## config.mk

```make
export PLATFORM = sky130hd
export DESIGN_NAME = zero_count_byte_gen
export DESIGN_NICKNAME = d
export VERILOG_FILES = /design/src/rtl/zero_count_byte_gen_pkg.sv /design/src/rtl/zero_count_byte_gen.sv
export SDC_FILE = /design/constraint.sdc
export NUM_CORES = 1
export LEC_CHECK = 0
export BUFFER_PORTS_ARGS = -buffer_cell sky130_fd_sc_hd__buf_2
export CORE_MARGIN = 5
export CORE_UTILIZATION = 37
export CTS_CLUSTER_SIZE = 24
export DETAILED_ROUTE_END_ITERATION = 8
export PLACE_DENSITY = 0.59
export SYNTH_ARGS = -nofsm -noshare
export SYNTH_HDL_FRONTEND = slang
export SYNTH_SLANG_ARGS = --single-unit
export TNS_END_PERCENT = 100
```

## constraint.sdc

```tcl
create_clock -name clk -period 2.8 [get_ports clk]
set_clock_uncertainty 0.15 [all_clocks]
set_input_delay 0.14 -clock clk [delete_from_list [all_inputs] [get_ports clk]]
set_output_delay 0.14 -clock clk [all_outputs]
set_load 0.1 [all_outputs]
```

## src/rtl/zero_count_byte_gen_pkg.sv

```systemverilog
// Shared types, constants and the zero-pattern helper for the zero-count byte generator.
// The pattern function is the single definition of which bit positions carry zeros.
package zcb_pkg;

   localparam int BYTE_W = 8;
   localparam int CNT_W  = 4;
   localparam int IDX_W  = 3;
   localparam logic [CNT_W-1:0] MAX_ZEROS = 4'd8;

   typedef enum logic [1:0] {
      IDLE  = 2'd0,
      SHIFT = 2'd1,
      DONE  = 2'd2
   } zcb_state_e;

   // Clamp a requested count to the byte width.
   function automatic logic [CNT_W-1:0] zcb_sat(input logic [CNT_W-1:0] zcnt);
      if (zcnt > MAX_ZEROS) begin
         zcb_sat = MAX_ZEROS;
      end else begin
         zcb_sat = zcnt;
      end
   endfunction

   // Pattern bit at position idx; for n=0 the MSB bound is 8, which no 3-bit index reaches.
   function automatic logic zcb_bit_at(input logic [CNT_W-1:0] n,
                                       input logic             mode,
                                       input logic [IDX_W-1:0] idx);
      logic [CNT_W-1:0] idx_w;
      logic [CNT_W-1:0] msb_bound;
      idx_w     = {1'b0, idx};
      msb_bound = MAX_ZEROS - n;
      if (mode == 1'b0) begin
         zcb_bit_at = (idx_w < n) ? 1'b0 : 1'b1;
      end else begin
         zcb_bit_at = (idx_w >= msb_bound) ? 1'b0 : 1'b1;
      end
   endfunction

endpackage

```

## src/rtl/zero_count_byte_gen.sv

```systemverilog
// Serial byte generator: emits a byte with exactly the requested number of zeros, LSB first,
// then presents the assembled byte in parallel with a one-cycle valid pulse.
module zero_count_byte_gen
   import zcb_pkg::*;
(
   input  logic              clk,
   input  logic              rst_n,
   input  logic              in_valid,
   output logic              in_ready,
   input  logic [CNT_W-1:0]  zcnt,
   input  logic              mode,
   output logic              bit_out,
   output logic              bit_valid,
   output logic [IDX_W-1:0]  bit_idx,
   output logic [BYTE_W-1:0] byte_out,
   output logic              byte_valid,
   output logic              sat_err
);

   zcb_state_e        state_r;
   zcb_state_e        state_next_s;
   logic [CNT_W-1:0]  n_r;
   logic [CNT_W-1:0]  n_next_s;
   logic              mode_r;
   logic              mode_next_s;
   logic              sat_r;
   logic              sat_next_s;
   logic [BYTE_W-1:0] asm_r;
   logic [BYTE_W-1:0] asm_next_s;
   logic              bit_out_next_s;
   logic              bit_valid_next_s;
   logic [IDX_W-1:0]  bit_idx_next_s;
   logic [BYTE_W-1:0] byte_out_next_s;
   logic              byte_valid_next_s;
   logic              sat_err_next_s;
   logic              handshake_s;
   logic [CNT_W-1:0]  n_in_s;

   assign in_ready    = (state_r == IDLE);
   assign handshake_s = in_valid & in_ready;
   assign n_in_s      = zcb_sat(zcnt);

   // Next-state and datapath decode; bit_idx doubles as the internal shift index.
   always_comb begin
      state_next_s      = state_r;
      n_next_s          = n_r;
      mode_next_s       = mode_r;
      sat_next_s        = sat_r;
      asm_next_s        = asm_r;
      bit_out_next_s    = bit_out;
      bit_valid_next_s  = 1'b0;
      bit_idx_next_s    = bit_idx;
      byte_out_next_s   = byte_out;
      byte_valid_next_s = 1'b0;
      sat_err_next_s    = 1'b0;
      case (state_r)
         IDLE: begin
            if (handshake_s) begin
               state_next_s     = SHIFT;
               n_next_s         = n_in_s;
               mode_next_s      = mode;
               sat_next_s       = (zcnt > MAX_ZEROS);
               asm_next_s       = 8'hFF;
               bit_idx_next_s   = 3'd0;
               bit_out_next_s   = zcb_bit_at(n_in_s, mode, 3'd0);
               bit_valid_next_s = 1'b1;
            end else begin
               state_next_s = IDLE;
            end
         end
         SHIFT: begin
            asm_next_s[bit_idx] = zcb_bit_at(n_r, mode_r, bit_idx);
            if (bit_idx == 3'd7) begin
               // Final bit lands in the same edge that publishes the byte.
               state_next_s      = DONE;
               byte_out_next_s   = asm_next_s;
               byte_valid_next_s = 1'b1;
               sat_err_next_s    = sat_r;
            end else begin
               bit_idx_next_s   = bit_idx + 3'd1;
               bit_out_next_s   = zcb_bit_at(n_r, mode_r, bit_idx + 3'd1);
               bit_valid_next_s = 1'b1;
            end
         end
         DONE: begin
            state_next_s = IDLE;
         end
         default: begin
            state_next_s = IDLE;
         end
      endcase
   end

   // State and registered outputs; reset aborts any transfer in flight.
   always_ff @(posedge clk or negedge rst_n) begin
      if (!rst_n) begin
         state_r    <= IDLE;
         n_r        <= 4'd0;
         mode_r     <= 1'b0;
         sat_r      <= 1'b0;
         asm_r      <= 8'hFF;
         bit_out    <= 1'b0;
         bit_valid  <= 1'b0;
         bit_idx    <= 3'd0;
         byte_out   <= 8'h00;
         byte_valid <= 1'b0;
         sat_err    <= 1'b0;
      end else begin
         state_r    <= state_next_s;
         n_r        <= n_next_s;
         mode_r     <= mode_next_s;
         sat_r      <= sat_next_s;
         asm_r      <= asm_next_s;
         bit_out    <= bit_out_next_s;
         bit_valid  <= bit_valid_next_s;
         bit_idx    <= bit_idx_next_s;
         byte_out   <= byte_out_next_s;
         byte_valid <= byte_valid_next_s;
         sat_err    <= sat_err_next_s;
      end
   end

endmodule

```

* Word-level counts from Yosys, hierarchy flattened
Cells that the tools add are included.
** Word-level totals
- Output and inout port bits :: 16
- Bits of input ports :: 8
- Register bits :: 31
- Logic and storage cells :: 68
** Operators by class
- Add/sub/neg operators :: 3
- Mux-type cells :: 32
- Bitwise operators :: 1
- Eq/ne operators :: 5
- Reduce and logical (&&, ||, !) cells :: 7
- Order comparisons :: 9
** Operator list (count)
- two-way mux 1 bit :: 20
- case mux 8 bit (2 select lines) :: 1
- bitwise mux 8 bit :: 1
- >= comparator 3 x 4 -> 1 bit :: 2
- < comparator 3 x 4 -> 1 bit :: 2
- two-way mux 8 bit :: 1
- subtractor 4 bit, first input constant :: 2
- two-way mux 3 bit :: 2
- case mux 3 bit (2 select lines) :: 1
- AND reduction 2 bit :: 3
- >= comparator 1 x 4 -> 1 bit, first input constant :: 1
- greater-than comparator 4 bit, second input constant :: 1
- < comparator 1 x 4 -> 1 bit, first input constant :: 1
- < comparator 3 x 4 -> 1 bit, second input constant :: 1
- two-way mux 4 bit :: 1
- != test 2 bit, second input constant :: 2
- case mux 1 bit (2 select lines) :: 2
- case mux 2 bit (2 select lines) :: 1
- adder 3 x 1 -> 3 bit, second input constant :: 1
- demux 1 bit (select 3 bit) :: 1
- equality test 3 bit, second input constant :: 1
- >= comparator 3 x 1 -> 1 bit, second input constant :: 1
- AND reduction 3 bit :: 1
- equality test 2 x 1 -> 1 bit, second input constant :: 1
- 6 further kinds :: 6

* Longest topological paths before layout
Gate-level depths: netlist of the first run.
- Depth after elaboration :: 8
- Depth in mapped cells :: 9
- Gate-level depth less buffers :: 7

* Least setup slack after synthesis of the first run
OpenSTA, ideal clock, no wires.
- Path kind :: register -> register
- From :: register bit_idx[0]
- To :: register asm_r[4]
- Stages on the path, launching flop included :: 10
- Required time :: 2.568 ns
- Library setup time :: 0.082 ns
- Path buffers :: 2
- Arrival :: 2.593 ns
- Setup slack :: -0.025 ns
- Cell sequence :: dfrtp_1 buf_2 inv_2 ha_1 nor2b_1 maj3_2 a211o_1 buf_6 a21boi_4 a2bb2oi_1
** Between the ends
- Cells in the longest elaborated chain, start to end :: 6
- Elaborated cells on any way between the ends :: 13
** RTL lines
- start: declaration :: RTL line zero_count_byte_gen.sv:14 : output logic [IDX_W-1:0] bit_idx,
- start signal: assignment :: RTL line zero_count_byte_gen.sv:116 : bit_idx <= bit_idx_next_s;
- < comparator 3 x 4 -> 1 bit (not written as such), or another cell as far along :: RTL line zero_count_byte_gen.sv:72 : asm_next_s[bit_idx] = zcb_bit_at(n_r, mode_r, bit_idx);
- logical AND 1 bit (not written as such), or another cell as far along :: RTL line zero_count_byte_gen.sv:72
- two-way mux 1 bit, on equally long branches :: RTL line zero_count_byte_gen.sv:72, zero_count_byte_gen_pkg.sv:33
- demux 1 bit (select 3 bit) or two-way mux 1 bit (tied branches) :: RTL line zero_count_byte_gen.sv:72, zero_count_byte_gen.sv:56
- bitwise mux 8 bit (*) :: RTL line zero_count_byte_gen.sv:72
- case mux 8 bit (2 select lines) (*) :: RTL line zero_count_byte_gen.sv:56 : case (state_r)
- end signal: assignment :: RTL line zero_count_byte_gen.sv:113 : asm_r <= asm_next_s;
- end: declaration :: RTL line zero_count_byte_gen.sv:28 : logic [BYTE_W-1:0] asm_r;
Mark *: on every way between the ends. The rest lies on a longest branch, timed or not. The select of a mux whose other input is x is not followed.
A chain may end at the register's enable or synchronous reset.

* Worst setup path in the final report of the first run
- From :: register bit_idx[0]
- To :: register asm_r[1]
The elaborated chain is that of the path after synthesis.

==> summary.md, run 1 <==
| Metric | Value |
|---|---|
| Outcome | `finished clean` |
| Worst reg2reg path endpoint | `asm_r[1]` |
| Post-synth EDFFs | `0` |
| Layout cells sized above 1 | `a little over a quarter` |
| Total wire length | `3780 um` |
| Worst reg2reg startpoint | `bit_idx[0]` |
| Final Hold Fails | `0` |
| Critical path startpoint category | `register` |
| CTS tree | `built` |
| Core area | `roughly 4400 um^2` |
| Postcts setup bufs | `0` |
| Hold path depth | `3` |
| Fillers | `~430` |
| Global-route wire length before repair | `6960 um` |
| Synthesis-to-finish area growth | `17.4%` |
| All-layer global routing usage | `13.8%` |
| Setup TNS | `0 ns` |
| Most frequent cells in the layout | `buf_2, dfrtp_1, nor2_1` |
| Hold_sp | `in_valid` |
| Mapped Cells | `between 150 and 200` |
| Synthesized Nets | `slightly below 200` |
| Initial core utilization | `about two fifths` |
| Largest net degree at the start of global routing | `32` |
| Max FO, Critical Path | `12` |
| Row count | `24` |
| Synth Cell Area | `~1700 um^2` |
| Layout Nets | `approximately 230` |
| Final HPWL DP | `around 2700 um` |
| Rel. slew slack | `a little over half` |
| Final global-route overflow total | `0` |
| Unrepaired setup endpoints after global routing | `false` |
| GPL Wtd Cong | `0.763` |
| Largest stage delay, worst path | `between 0.4 and 0.5 ns` |
| R2R depth | `7` |
| Maxcap violations | `0` |
| Multi-input gate area | `approximately 830 um^2` |
| Commonest non-fill, non-tap cell in the layout | `buf_2` |
| Die W | `78.1 um` |
| Inst Count DP | `about 250` |
| Arr. time, crit path | `2.32 ns` |
| Buffers added on ports | `23` |
| WHS Endpoint | `state_r[0]` |
| Crit path cell chain | `inv_2 > ha_1 > nor2b_1 > maj3_2 > a211o_1 > a21boi_4 > a2bb2oi_1` |
| Clock Latency Late Sink | `0.28 ns` |
| CP delay by family, top | `compound AO/OA/AOI/OAI gates` |
| WP buf/inv | `1` |
| Drt drc | `0` |
| CTS H-tree lvls | `2` |
| Initial antenna violation count | `0` |
| F_max | `around 440 MHz` |
| ANT cells | `0` |
| CTS clock-pin slew for the worst setup and hold paths | `approximately 0.060 ns` |
| Post-synthesis cell type count | `40` |
| WS Path Type | `register to register` |
| Routed via count | `approximately 1.4k` |
| Synthesized flop and latch total | `31` |
| Ys async rst share | `between 90% and 100%` |
| Worst Hold Class | `input pin to register` |
| Worst Tran Pin Value | `0.677 ns` |
| Detail Route Antenna Nets | `0` |
| Post-Syn Area per Cell | `9.59 um^2` |
| Worst setup EP type | `register` |
| Vias per cell | `5.38` |
| # IOs | `24` |
| Vias in the first global route | `approximately 1.4k` |
| Leading post-synthesis cells by cell area | `dfrtp_1, dfstp_2, ha_1` |
| CP max stage cell | `dfrtp_2` |
| Register area share after synthesis | `45.8%` |
| CTS sink cnt | `31` |
| Cell taking the most area after synthesis | `dfrtp_1` |
| CTS root buf | `clkbuf_8` |
| Full die area | `just over 6000 um^2` |
| Pins Over Slew Limit | `0` |
| CP required | `2.85 ns` |
| # setup viols final | `0` |
| Final min period | `around 2.3 ns` |
| Period utilization | `80.9%` |
| Drt initial violations | `65` |
| Avg WL per Cell | `14.4 um` |
| Storage cell area | `787 um^2` |
| Num CTS Buffers | `5` |
| Yosys warnings | `0` |
| Worst R2R Setup Slack | `between 0.5 and 0.6 ns` |
| Synth Flop Type | `dfrtp_1` |
| Initial DRT Pass Iterations | `4` |
| Post-synth top area share | `roughly 34%` |
| Final instance count without filler cells | `between 200 and 300` |
| Clock tree buffer depth | `2` |
| Die Ht | `slightly below 80 um` |
| Worst setup path start | `bit_idx[0]` |
[timing repair]
item	4_1_cts	5_1_grt
endpoints found under the hold margin	28	0
resized for setup	0	0
endpoints found under the setup margin	0	0
hold buffers	6	0
[how the worst max path moves through the flow]
stage                          end  slack [ns]  depth (start not counted)
after global placement    asm_r[2]        0.62                          7
after detailed placement  asm_r[0]        0.56                          7
final                     asm_r[1]        0.54                          7
after CTS                 asm_r[0]        0.54                          7
after floorplan            bit_out        0.22                          7
after global routing       bit_out        0.39                          6
[layer usage]
layer | wire, um | global-route usage [%] | vias to the layer above
met5 | 0 | 0 | -
met4 | 68 | 4.56 | 0
met3 | 171 | 3.89 | 9
met2 | 1660 | 20.9 | 28
met1 | 1870 | 19.0 | 674
li1 | - | - | 699
[flip-flops by register name, summed over array words and instances (netlist names)]
signal and cells:
asm_r 8, bit_idx 3, bit_out 1, bit_valid 1, byte_out 8, byte_valid 1
mode_r 1, n_r 4, sat_err 1, sat_r 1, state_r 2
[layout make-up]
| cell class | count | share of cell area, % |
|---|---|---|
| Inverter | 11 | 2.17 |
| Tap cell | 52 | 3.23 |
| Clock inverter | 1 | 0.248 |
| Timing Repair Buffer | 32 | 9.81 |
| Sequential cell | 31 | 39.0 |
| Multi-Input combinational cell | 128 | 41.2 |
| Clock buffer | 7 | 4.28 |
[cell usage after synthesis (3+ instances only)]
cell	n
dfrtp_1	23
nand2_1	14
a31oi_1	11
nand3b_1	5
nor2_1	17
nand3_1	7
a2bb2oi_1	5
ha_1	9
inv_1	9
clkbuf_1	3
and2_1	3
nor3_1	9
a22o_1	4
nor2b_1	3
a21oi_1	9
o21ai_0	9
dfstp_2	8
[stage by stage]
| stage | cell area [um^2] | setup slack, ns | hold slack [ns] | utilization, % |
|---|---|---|---|---|
| 2_1_floorplan | 1720 | 0.215 | -0.306 | - |
| 3_3_place_gp | 1860 | 0.621 | 0.0696 | 42.2 |
| 3_5_place_dp | 1860 | 0.559 | 0.0671 | 42.2 |
| 4_1_cts | 2020 | 0.541 | 0.0752 | 45.7 |
| 5_1_grt | 2020 | 0.388 | 0.108 | 45.7 |
| 6_report | 2020 | 0.536 | 0.0808 | 45.7 |
[worst register-to-register path, stage by stage (launching register included)]
cell       delay (ns)
dfrtp_2          0.49
inv_2            0.13
ha_1             0.23
nor2b_1          0.14
maj3_2           0.30
a211o_1          0.40
a21boi_4         0.25
a2bb2oi_1        0.09
[cells by family after synthesis]
kind of cell	after synthesis	synth area share, %
AND/OR/NAND/NOR	66	19.0
adder cells (fa/ha/maj)	12	8.38
buffers and inverters	20	5.83
multiplexers	2	1.31
XOR/XNOR	2	1.02
AO/OA/AOI/OAI	46	18.7
flip-flops	31	45.8
Power of run 1 is not shown: default switching activity piles up to over one toggle a cycle in this logic, so the estimate is an artifact.
==> inputs of run 2 (changes only) <==
PLACE_DENSITY = 0.61   (was 0.59)
clock period = 2 ns   (was 2.8 ns; I/O delays follow)
==> run 2 against run 1 <==
  * The run now ends with negative setup slack left
  * Flip-flop and latch count stayed put
  * Non-clock buffer count up 14
  * First-iteration DRC count rose by 130%
  * Via count is 1.6% higher
  * Maximum frequency up 8.7%
  * Routed wire length rose by 7.4%
  * Die area unchanged
  * Global-route usage is 0.50 points higher
  * Hold slack got worse by 0.067 ns
  * Final area grew 13%
  * Worst setup slack worse by 0.62 ns
  * Highest routed layer unchanged
==> summary.md, run 2 (synthesis results as in run 1) <==
| Metric | Value |
|---|---|
| Rel. slew slack | `53.9% (-0.99 points)` |
| Final min period | `2.08 ns (-0.182 ns)` |
| Final global-route overflow total | `0 (unchanged)` |
| R2R depth | `7 (unchanged)` |
| Failing checks | `negative setup slack` |
| Clock tree buffer depth | `2 (unchanged)` |
| Final Hold Fails | `0 (unchanged)` |
| Drt drc | `0 (unchanged)` |
| # IOs | `24 (unchanged)` |
| Final HPWL DP | `2790 um (+2.6%)` |
| Die W | `78.1 um (unchanged)` |
| Worst reg2reg startpoint | `bit_idx[0]` |
| Worst Hold Class | `input pin to register` |
| Layout Nets | `241 (+6.6%)` |
| Die Ht | `78.1 um (unchanged)` |
| Multi-input gate area | `962 um^2 (+16%)` |
| # setup viols final | `9 (+9)` |
| WS Path Type | `register to register` |
| Worst R2R Setup Slack | `-0.08 ns (-0.62 ns)` |
| Postcts setup bufs | `0 (unchanged)` |
| Final Util | `51.4% (+5.8 points)` |
| Vias per cell | `5.17 (-3.9%)` |
| Hold_sp | `in_valid` |
| Pre-CTS setup slack | `-0.171 ns (-0.730 ns)` |
| Vias in the first global route | `1439 (-0.35%)` |
| Drt initial violations | `150 (+130%)` |
| Worst Tran Pin Value | `0.692 ns (+0.0149 ns)` |
| Most frequent cells in the layout | `buf_2, dfrtp_1, nor2_1` |
| Core area | `4410 um^2 (unchanged)` |
| CTS tree | `built` |
| Maxcap violations | `0 (unchanged)` |
| Worst reg2reg path endpoint | `asm_r[2]` |
| Pins Over Slew Limit | `0 (unchanged)` |
| Total wire length | `4060 um (+7.4%)` |
| CP endpoint | `asm_r[2]` |
| Num CTS Buffers | `5 (unchanged)` |
| All-layer global routing usage | `14.3% (+0.50 points)` |
| Critical path startpoint category | `register` |
| Row count | `24 (unchanged)` |
| Avg WL per Cell | `14.6 um (+1.6%)` |
| Top flop regs | `asm_r (8), byte_out (8), n_r (4)` |
| GPL Wtd Cong | `0.810 (+6.0%)` |
| F_max | `480 MHz (+8.7%)` |
| Arr. time, crit path | `2.14 ns (-0.18 ns)` |
| CTS clock-pin slew for the worst setup and hold paths | `0.07 ns (about the same)` |
| Clock Latency Late Sink | `0.29 ns (about the same)` |
| Initial antenna violation count | `0 (unchanged)` |
| Fillers | `429 (-1.2%)` |
| Routed via count | `1433 (+1.6%)` |
| Initial core utilization | `38.9% (unchanged)` |
| Layout cells sized above 1 | `39.1% (+13 points)` |
| Largest net degree at the start of global routing | `32 (unchanged)` |
| Worst setup EP type | `register` |
| Synthesis-to-finish area growth | `32.2%` |
| Final critical-path setup slack | `-0.0823 ns (-0.618 ns)` |
| Detail Route Antenna Nets | `0 (unchanged)` |
| ANT cells | `0 (unchanged)` |
| Initial DRT Pass Iterations | `4 (unchanged)` |
| Commonest non-fill, non-tap cell in the layout | `buf_2` |
| Outcome | `complete, but fails checks` |
| Period utilization | `104% (+23 points)` |
| Max FO, Critical Path | `5 (-7)` |
| CTS sink cnt | `31 (unchanged)` |
| Hold WS | `0.0142 ns (-0.0665 ns)` |
| Full die area | `6100 um^2 (unchanged)` |
| Storage cell area | `795 um^2 (+0.95%)` |
| Buffers added on ports | `23 (unchanged)` |
| CTS H-tree lvls | `2 (unchanged)` |
| Worst setup path start | `bit_idx[0]` |
| CTS root buf | `clkbuf_8` |
| Unrepaired setup endpoints after global routing | `true` |
| Global-route wire length before repair | `7090 um (+1.8%)` |
| CP required | `2.06 ns (-0.79 ns)` |
==> run 2: cell types whose count changed in the layout (fill, tap and decap cells not counted), sizes merged <==
cell / change
clkinv: +2
clkbuf: -2
a211o: +1
buf: +14
==> run 2: area by class of cell <==
cell class | count | share of cell area, %
inverters | 11 | 2.15
well taps | 52 | 2.87
clock inverters | 3 | 0.662
flip-flops and latches | 31 | 35.0
repair buffers | 46 | 13.9
multi-input cells | 129 | 42.4
clock buffers | 5 | 3.03
==> run 2: worst min path at each step <==
stage	cells past startpoint	end
3_3_place_gp	1	byte_out[0]
3_5_place_dp	1	byte_out[0]
2_1_floorplan	0	bit_idx[2]
5_1_grt	3	state_r[0]
4_1_cts	3	state_r[0]
6_report	3	state_r[0]
==> run 2: worst max-delay path, stage by stage, from the launching register on <==
cell	delay, ns
dfrtp_4	0.46
inv_6	0.04
ha_4	0.26
nor2b_2	0.04
maj3_2	0.33
a211o_4	0.38
a21boi_4	0.25
a2bb2oi_1	0.09
==> run 2: repair_timing <==
item                                    in CTS  in global routing
endpoints found under the hold margin       29                  0
hold buffers                                 6                  0
endpoints found under the setup margin      17                 17
cloned                                       1                  0
gates resized for setup                     12                  4
pin swaps                                    9                  6
==> run 2: routing by layer <==
layer  wire length [um]  track usage (%)
met1               1880             19.1
met2               1900             22.2
met3                224             4.12
met4                 59             5.07
met5                  0                0
==> run 2: through the flow <==
| step | area [um^2] | std cells | TNS (ns) |
|---|---|---|---|
| 5_1_grt | 2270 | 277 | -1.21 |
| 6_report | 2270 | 277 | -0.444 |
| 4_1_cts | 2250 | 277 | -0.347 |
| 2_1_floorplan | 1750 | 179 | -4.37 |
| 3_5_place_dp | 2010 | 262 | -1.33 |
| 3_3_place_gp | 2010 | 262 | -0.619 |
Power of run 2 is left out for the same reason.
